[src/rtl/x_cal_sweep.sv]
// Calibration sweep controller: steps a one-hot delay-line tap select over an
// index range, accumulates snapshot popcounts per tap and hands each result off.
module x_cal_sweep #(
  parameter int p_taps    = 256,
  parameter int p_idx_w   = $clog2(p_taps),
  parameter int p_first   = 0,
  parameter int p_last    = p_taps - 1,
  parameter int p_settle  = 16,
  parameter int p_samples = 16,
  parameter int p_sum_w   = $clog2(p_taps * p_samples + 1)
) (
  input  logic               i_clk,
  input  logic               i_nrst,
  input  logic               i_trig,
  input  logic [p_taps-1:0]  i_data,
  output logic [p_taps-1:0]  o_ctrl,
  output logic               o_busy,
  output logic               o_valid,
  input  logic               i_ready,
  output logic [p_idx_w-1:0] o_idx,
  output logic [p_taps-1:0]  o_data,
  output logic [p_sum_w-1:0] o_sum,
  output logic               o_done
);

  localparam int p_cnt_max = (p_settle > p_samples) ? p_settle : p_samples;
  localparam int p_cnt_w   = (p_cnt_max > 1) ? $clog2(p_cnt_max) : 1;

  localparam logic [p_idx_w-1:0] c_first      = p_idx_w'(p_first);
  localparam logic [p_idx_w-1:0] c_last       = p_idx_w'(p_last);
  localparam logic [p_cnt_w-1:0] c_settle_end = p_cnt_w'(p_settle - 1);
  localparam logic [p_cnt_w-1:0] c_sample_end = p_cnt_w'(p_samples - 1);

  typedef enum logic [1:0] {
    ST_IDLE    = 2'd0,
    ST_SETTLE  = 2'd1,
    ST_CAPTURE = 2'd2,
    ST_SEND    = 2'd3
  } state_e;

  function automatic logic [p_sum_w-1:0] popcount(input logic [p_taps-1:0] v);
    logic [p_sum_w-1:0] n;
    n = '0;
    for (int i = 0; i < p_taps; i++) begin
      n = n + p_sum_w'(v[i]);
    end
    return n;
  endfunction

  function automatic logic [p_taps-1:0] onehot(input logic [p_idx_w-1:0] idx);
    return p_taps'(1'b1) << idx;
  endfunction

  state_e             state_q, state_d;
  logic               p1_q, p2_q;
  logic               trig;
  logic [p_idx_w-1:0] idx_q, idx_d;
  logic [p_cnt_w-1:0] cnt_q, cnt_d;
  logic [p_sum_w-1:0] sum_q, sum_d;
  logic [p_taps-1:0]  data_q, data_d;
  logic [p_taps-1:0]  ctrl_q, ctrl_d;
  logic               busy_q, busy_d;
  logic               valid_q, valid_d;
  logic               done_q, done_d;

  // Trigger line is asynchronous; the two flops double as synchroniser and edge detector.
  always_ff @(posedge i_clk or negedge i_nrst) begin
    if (!i_nrst) begin
      p1_q <= 1'b1;
      p2_q <= 1'b1;
    end else begin
      p1_q <= i_trig;
      p2_q <= p1_q;
    end
  end

  assign trig = ~p1_q & p2_q;

  // Next-state and datapath update for the sweep sequencer.
  always_comb begin
    state_d = state_q;
    idx_d   = idx_q;
    cnt_d   = cnt_q;
    sum_d   = sum_q;
    data_d  = data_q;
    done_d  = 1'b0;
    case (state_q)
      ST_IDLE: begin
        idx_d = c_first;
        if (trig) begin
          sum_d   = '0;
          cnt_d   = '0;
          state_d = ST_SETTLE;
        end else begin
          state_d = ST_IDLE;
        end
      end
      ST_SETTLE: begin
        if (cnt_q == c_settle_end) begin
          cnt_d   = '0;
          state_d = ST_CAPTURE;
        end else begin
          cnt_d = cnt_q + p_cnt_w'(1);
        end
      end
      ST_CAPTURE: begin
        sum_d  = sum_q + popcount(i_data);
        data_d = i_data;
        if (cnt_q == c_sample_end) begin
          cnt_d   = '0;
          state_d = ST_SEND;
        end else begin
          cnt_d = cnt_q + p_cnt_w'(1);
        end
      end
      ST_SEND: begin
        // Result registers stay frozen until the consumer takes them.
        if (i_ready) begin
          if (idx_q == c_last) begin
            idx_d   = c_first;
            done_d  = 1'b1;
            state_d = ST_IDLE;
          end else begin
            idx_d   = idx_q + p_idx_w'(1);
            sum_d   = '0;
            state_d = ST_SETTLE;
          end
        end else begin
          state_d = ST_SEND;
        end
      end
      default: begin
        idx_d   = c_first;
        cnt_d   = '0;
        state_d = ST_IDLE;
      end
    endcase
    ctrl_d  = onehot(idx_d);
    busy_d  = (state_d != ST_IDLE);
    valid_d = (state_d == ST_SEND);
  end

  // State and registered outputs.
  always_ff @(posedge i_clk or negedge i_nrst) begin
    if (!i_nrst) begin
      state_q <= ST_IDLE;
      idx_q   <= c_first;
      cnt_q   <= '0;
      sum_q   <= '0;
      data_q  <= '0;
      ctrl_q  <= onehot(c_first);
      busy_q  <= 1'b0;
      valid_q <= 1'b0;
      done_q  <= 1'b0;
    end else begin
      state_q <= state_d;
      idx_q   <= idx_d;
      cnt_q   <= cnt_d;
      sum_q   <= sum_d;
      data_q  <= data_d;
      ctrl_q  <= ctrl_d;
      busy_q  <= busy_d;
      valid_q <= valid_d;
      done_q  <= done_d;
    end
  end

  assign o_ctrl  = ctrl_q;
  assign o_busy  = busy_q;
  assign o_valid = valid_q;
  assign o_idx   = idx_q;
  assign o_data  = data_q;
  assign o_sum   = sum_q;
  assign o_done  = done_q;

endmodule

[config.mk]
export PLATFORM = sky130hd
export DESIGN_NAME = x_cal_sweep
export DESIGN_NICKNAME = d
export VERILOG_FILES = /design/src/rtl/x_cal_sweep.sv
export SDC_FILE = /design/constraint.sdc
export NUM_CORES = 1
export LEC_CHECK = 0
export ABC_AREA = 1
export BUFFER_PORTS_ARGS = -buffer_cell sky130_fd_sc_hd__buf_2
export CAP_MARGIN = 25
export CORE_AREA = 2 2 306 308
export DETAILED_ROUTE_END_ITERATION = 12
export DIE_AREA = 0 0 308 310
export PLACE_DENSITY = 0.56
export SETUP_SLACK_MARGIN = 0.02
export SLEW_MARGIN = 25
export SYNTH_ARGS = -nofsm -noshare
export SYNTH_HDL_FRONTEND = slang
export SYNTH_SLANG_ARGS = --single-unit
[constraint.sdc]
create_clock -name i_clk -period 7.43 [get_ports i_clk]
set_input_delay 1.1145 -clock i_clk [delete_from_list [all_inputs] [get_ports i_clk]]
set_output_delay 1.1145 -clock i_clk [all_outputs]
set_load 0.02 [all_outputs]
==> results of run 1 <==
==> per-stage QoR <==
| step | hold WS (ps) | setup WS [ps] | instance area (sq um) | cells |
|---|---|---|---|---|
| 4_1_cts | 377 | -500 | 34900 | 4700 |
| 2_1_floorplan | 354 | -610 | 26900 | 2637 |
| 6_report | 371 | -497 | 35100 | 4713 |
| 3_5_place_dp | 359 | -1280 | 32600 | 4577 |
| 3_3_place_gp | 357 | -1280 | 32600 | 4577 |
| 5_1_grt | 377 | -713 | 35100 | 4710 |
==> final timing paths <==
kind	start	to	depth (start not counted)
min in group asynchronous	i_nrst	o_data[196]	1
max in group asynchronous	i_nrst	o_ctrl[134]	2
max reg2reg	o_sum[0]	o_sum[12]	21
min reg2reg	p1_q	p2_q	0
min	p1_q	p2_q	0
max	i_data[39]	o_sum[12]	27
==> kinds of logic after synthesis <==
family | Yosys count | synth area share, %
AO/OA/AOI/OAI | 173 | 3.29
XOR/XNOR | 6 | 0.196
AND/OR/NAND/NOR | 1059 | 16.5
flip-flops | 544 | 50.7
buffers and inverters | 540 | 7.78
adder cells (fa/ha/maj) | 315 | 21.5
==> metal layers <==
layer | vias up | part of all wire (%) | global-route usage, %
met5 | - | 0.11 | 0
met4 | 18 | 3.1 | 6.86
met3 | 176 | 7.4 | 6.06
met2 | 800 | 46 | 33.9
met1 | 10530 | 43 | 28.9
li1 | 9693 | - | -
==> synthesized netlist by cell type (all sizes together), types with 4 or more instances <==
cell / n / area [sq um]
inv: 413 / 1550
ha: 69 / 863
buf: 56 / 272
nor2: 305 / 1230
xor2: 4 / 35.0
a21oi: 15 / 75.1
clkbuf: 71 / 267
nand4: 136 / 851
dfrtp: 541 / 13500
fa: 246 / 4920
nand2: 593 / 2230
nand3: 21 / 118
o21ai: 149 / 746
==> layout make-up <==
cell class              instances  area [sq um]
clock inverters                23           317
inverters                     413          1570
diodes                          9          22.5
fillers                      9371         57400
multi-input cells            1553         11400
well taps                    1197          1500
repair buffers                875          4710
flip-flops and latches        544         13600
clock buffers                  99          1960
==> flip-flops by register name, indices dropped and copies added, names as in the netlist <==
| signal | flops |
|---|---|
| o_ctrl | 256 |
| o_data | 256 |
| o_sum | 13 |
| o_idx | 8 |
| cnt_q | 4 |
| state_q | 2 |
| o_busy | 1 |
| o_done | 1 |
| o_valid | 1 |
| p1_q | 1 |
| p2_q | 1 |
==> what timing repair did <==
| item | 4_1_cts | 5_1_grt |
|---|---|---|
| resized for setup | 34 | 24 |
| pin swaps | 18 | 11 |
| buffers inserted | 2 | 4 |
| setup endpoints to repair | 12 | 13 |
==> impl_metrics.env, run 1 <==
export IMPL_cts_root_buf="clkbuf_16"
export IMPL_hold_buffers=0
export IMPL_maxCapViolations=0
export IMPL_synth_distinct_cells=30
export IMPL_setup_viol=12
export IMPL_crit_required_ps=7990
export IMPL_critPathMaxStageDelay_ps=610
export IMPL_cts_buffers_inserted=66
export IMPL_finalCritPeriodShare_pct=107
export IMPL_fp_dieH_um=310
export IMPL_slew_violations=0
export IMPL_cts_tree="done"
export IMPL_ant_nets=0
export IMPL_status="finished with violations"
export IMPL_clockBufferDepth=3
export IMPL_final_cell_mix="buf_2 (786), nand2_1 (588), dfrtp_1 (541)"
export IMPL_utilization_pct=37.9
export IMPL_cp_start_kind="input pin"
export IMPL_reg2reg_slack_ps=360
export IMPL_drive_above_1_share_pct=30.5
export IMPL_rows=112
export IMPL_grt_max_degree=247
export IMPL_drc=0
export IMPL_antenna_found_initial=22
export IMPL_crit_family="adder cells"
export IMPL_nets=4028
export IMPL_route_final_wire_length_mm=104
export IMPL_num_io_pins=796
export IMPL_dpl_hpwl_mm=79.8
export IMPL_synthArstFlopShare_pct=100
export IMPL_worstPathMaxFanout=3
export IMPL_area_growth_pct=30.4
export IMPL_gr_total_overflow=0
export IMPL_grt_pass1_vias=21795
export IMPL_cts_sinks=544
export IMPL_die_x_um=308
export IMPL_tightest_slew_ps=1150
export IMPL_place_congestion=0.929
export IMPL_critPathSlowestCell="fa_2"
export IMPL_dieArea_sq_um=95500
export IMPL_synth_edf_count=0
export IMPL_drtPass1Iterations=5
export IMPL_postSynthCellCount=2637
export IMPL_h_tree_depth=3
export IMPL_ys_warn_count=0
export IMPL_final_common_cell="buf_2"
export IMPL_wl_per_cell_um=22.0
export IMPL_grt_usage_pct=21.6
export IMPL_clock_skew_ps=31.3
export IMPL_cp_end_kind="flip-flop"
export IMPL_rsz0062_at_grt="true"
export IMPL_violations="negative setup slack"
export IMPL_grt_pass1_wl_mm=150
export IMPL_clk_pin_slew_ps=60
export IMPL_start_util_pct=29.1
export IMPL_ys_flop_type="dfrtp_1"
export IMPL_crit_arrival_ps=8480
export IMPL_synth_cell_area_sq_um=26900
export IMPL_fin_crit_ps=7930
export IMPL_criticalPathCategory="in2reg"
export IMPL_clock_latency_ps=620
export IMPL_setup_slack_ps=-497
export IMPL_ys_ff_latch=544
export IMPL_relSlewSlack_pct=23.2
export IMPL_via_count=21217
export IMPL_seq_area_frac_synth_pct=50.7
export IMPL_portBuffers=795
export IMPL_synth_nets=3212
export IMPL_synth_area_per_cell_sq_um=10.2
export IMPL_path_buf_inv=7
export IMPL_vias_per_cell=4.50
export IMPL_timing_setup_tns_ps=-4050
export IMPL_drtIter0Drc=1758
export IMPL_fmax_mhz=126
export IMPL_core_area_sq_um=92500
export IMPL_hold_violations=0
export IMPL_hold_path_class="reg2reg"
export IMPL_path_common_cell="fa_1"
Power of run 1 is left out: the tool's default activity adds up to more than one toggle a clock period on the data nets, which glitch-free logic cannot reach.
==> inputs of run 2 (changes only) <==
--- a/config.mk
+++ b/config.mk
@@ -11,6 +11,7 @@
 export CORE_AREA = 2 2 306 308
 export DETAILED_ROUTE_END_ITERATION = 12
 export DIE_AREA = 0 0 308 310
+export HOLD_SLACK_MARGIN = 0.1
 export PLACE_DENSITY = 0.56
 export SETUP_SLACK_MARGIN = 0.02
 export SLEW_MARGIN = 25
==> constraint.sdc (replaced) <==
create_clock -name i_clk -period 9.7 [get_ports i_clk]
set_input_delay 1.455 -clock i_clk [delete_from_list [all_inputs] [get_ports i_clk]]
set_output_delay 1.455 -clock i_clk [all_outputs]
set_load 0.02 [all_outputs]
==> run 2 against run 1 <==
- sequential share of layout area rose by 0.82 points
- highest routed layer unchanged
- critical path depth did not move
- the run now ends clean
- critical path type unchanged
- first-iteration DRC count fell by 6.7%
- clock-buffer cell count fell by 7
- flip-flop and latch count did not move
- non-clock buffer count fell by 59
==> impl_metrics.env, run 2 (synthesis gave the netlist of run 1 again) <==
export IMPL_status="completed"
export IMPL_grt_pass1_wl_mm=148
export IMPL_grt_usage_pct=21.4
export IMPL_hold_violations=0
export IMPL_start_util_pct=29.1
export IMPL_cp_start_kind="input pin"
export IMPL_cts_root_buf="clkbuf_16"
export IMPL_maxCapViolations=0
export IMPL_hold_buffers=0
export IMPL_tightest_slew_ps=1010
export IMPL_dpl_hpwl_mm=79.8
export IMPL_postCtsSetupRepairBufs=0
export IMPL_rows=112
export IMPL_clockBufferDepth=3
export IMPL_grt_max_degree=185
export IMPL_slew_violations=0
export IMPL_route_final_wire_length_mm=103
export IMPL_fp_dieH_um=310
export IMPL_wl_per_cell_um=22.1
export IMPL_hold_path_class="reg2reg"
export IMPL_clk_pin_slew_ps=60
export IMPL_finalCritPeriodShare_pct=89.9
export IMPL_grt_pass1_vias=21550
export IMPL_fmax_mhz=115
export IMPL_gr_total_overflow=0
export IMPL_fillers=9415
export IMPL_setup_viol=0
export IMPL_place_congestion=0.914
export IMPL_drtPass1Iterations=6
export IMPL_cts_repair_resized=0
export IMPL_area_growth_pct=27.7
export IMPL_vias_per_cell=4.51
export IMPL_crit_family="adder cells"
export IMPL_fin_crit_ps=8720
export IMPL_place_area_sq_um=32000
export IMPL_cts_tree="done"
export IMPL_fin_area_sq_um=34300
export IMPL_timing_setup_tns_ps=0
export IMPL_antenna_found_initial=21
export IMPL_core_area_sq_um=92500
export IMPL_relSlewSlack_pct=32.5
export IMPL_portBuffers=795
export IMPL_dieArea_sq_um=95500
export IMPL_clock_skew_ps=27.3
export IMPL_crit_required_ps=10210
export IMPL_final_common_cell="buf_2"
export IMPL_num_io_pins=796
export IMPL_rsz0062_at_grt="false"
export IMPL_clock_latency_ps=630
export IMPL_nets=3969
export IMPL_h_tree_depth=3
export IMPL_via_count=20993
export IMPL_cp_end_kind="flip-flop"
export IMPL_holdWs_ps=371
export IMPL_critPathMaxStageDelay_ps=580
export IMPL_worstPathMaxFanout=3
export IMPL_critPathSlowestCell="fa_1"
export IMPL_final_cell_mix="buf_2 (794), nand2_1 (591), dfrtp_1 (541)"
export IMPL_path_buf_inv=7
export IMPL_cts_buffers_inserted=66
export IMPL_crit_arrival_ps=9230
export IMPL_path_common_cell="fa_1"
export IMPL_cts_sinks=544
export IMPL_die_x_um=308
export IMPL_drc=0
export IMPL_drive_above_1_share_pct=27.8
export IMPL_ant_nets=0
export IMPL_drtIter0Drc=1640
export IMPL_criticalPathCategory="in2reg"
-- run 2: per-layer routing --
metal  GRT usage (%)  wire, um  vias to the layer above
met5               0        87                        -
met4            7.99      3890                       14
met3            5.73      7930                      181
met2            33.9     47300                      858
met1            28.1     43700                    10390
li1                -         -                     9550
-- run 2: path summary, 6_finish.rpt --
| kind | from | slack, ps | cells after the start | to |
|---|---|---|---|---|
| min in group asynchronous | i_nrst | 850 | 1 | o_data[224] |
| hold / removal | p1_q | 370 | 0 | p2_q |
| setup reg to reg | o_sum[0] | 2210 | 21 | o_sum[8] |
| hold reg to reg | p1_q | 370 | 0 | p2_q |
| max in group asynchronous | i_nrst | 6740 | 3 | o_ctrl[39] |
| setup / recovery | i_data[59] | 980 | 27 | o_sum[8] |
-- run 2: final cells by class --
| cell class | instances | area, sq um | share of cell area, % |
|---|---|---|---|
| Sequential cell | 544 | 13600 | 39.7 |
| Inverter | 413 | 1560 | 4.55 |
| Timing Repair Buffer | 816 | 4180 | 12.2 |
| Tap cell | 1197 | 1500 | 4.36 |
| Antenna cell | 7 | 17.5 | 0.0510 |
| Multi-Input combinational cell | 1553 | 11200 | 32.7 |
| Clock inverter | 29 | 372 | 1.08 |
| Clock buffer | 92 | 1870 | 5.44 |
-- run 2: metrics by stage --
| stage | instances | worst slack (ps) | util, % |
|---|---|---|---|
| after global placement | 4522 | 299 | 34.6 |
| after global routing | 4648 | 598 | 37.1 |
| after detailed placement | 4522 | 306 | 34.6 |
| after floorplan | 2637 | 1040 | - |
| final | 4651 | 979 | 37.1 |
| after CTS | 4643 | 932 | 37.1 |
Power of run 2 is left out for the same reason.
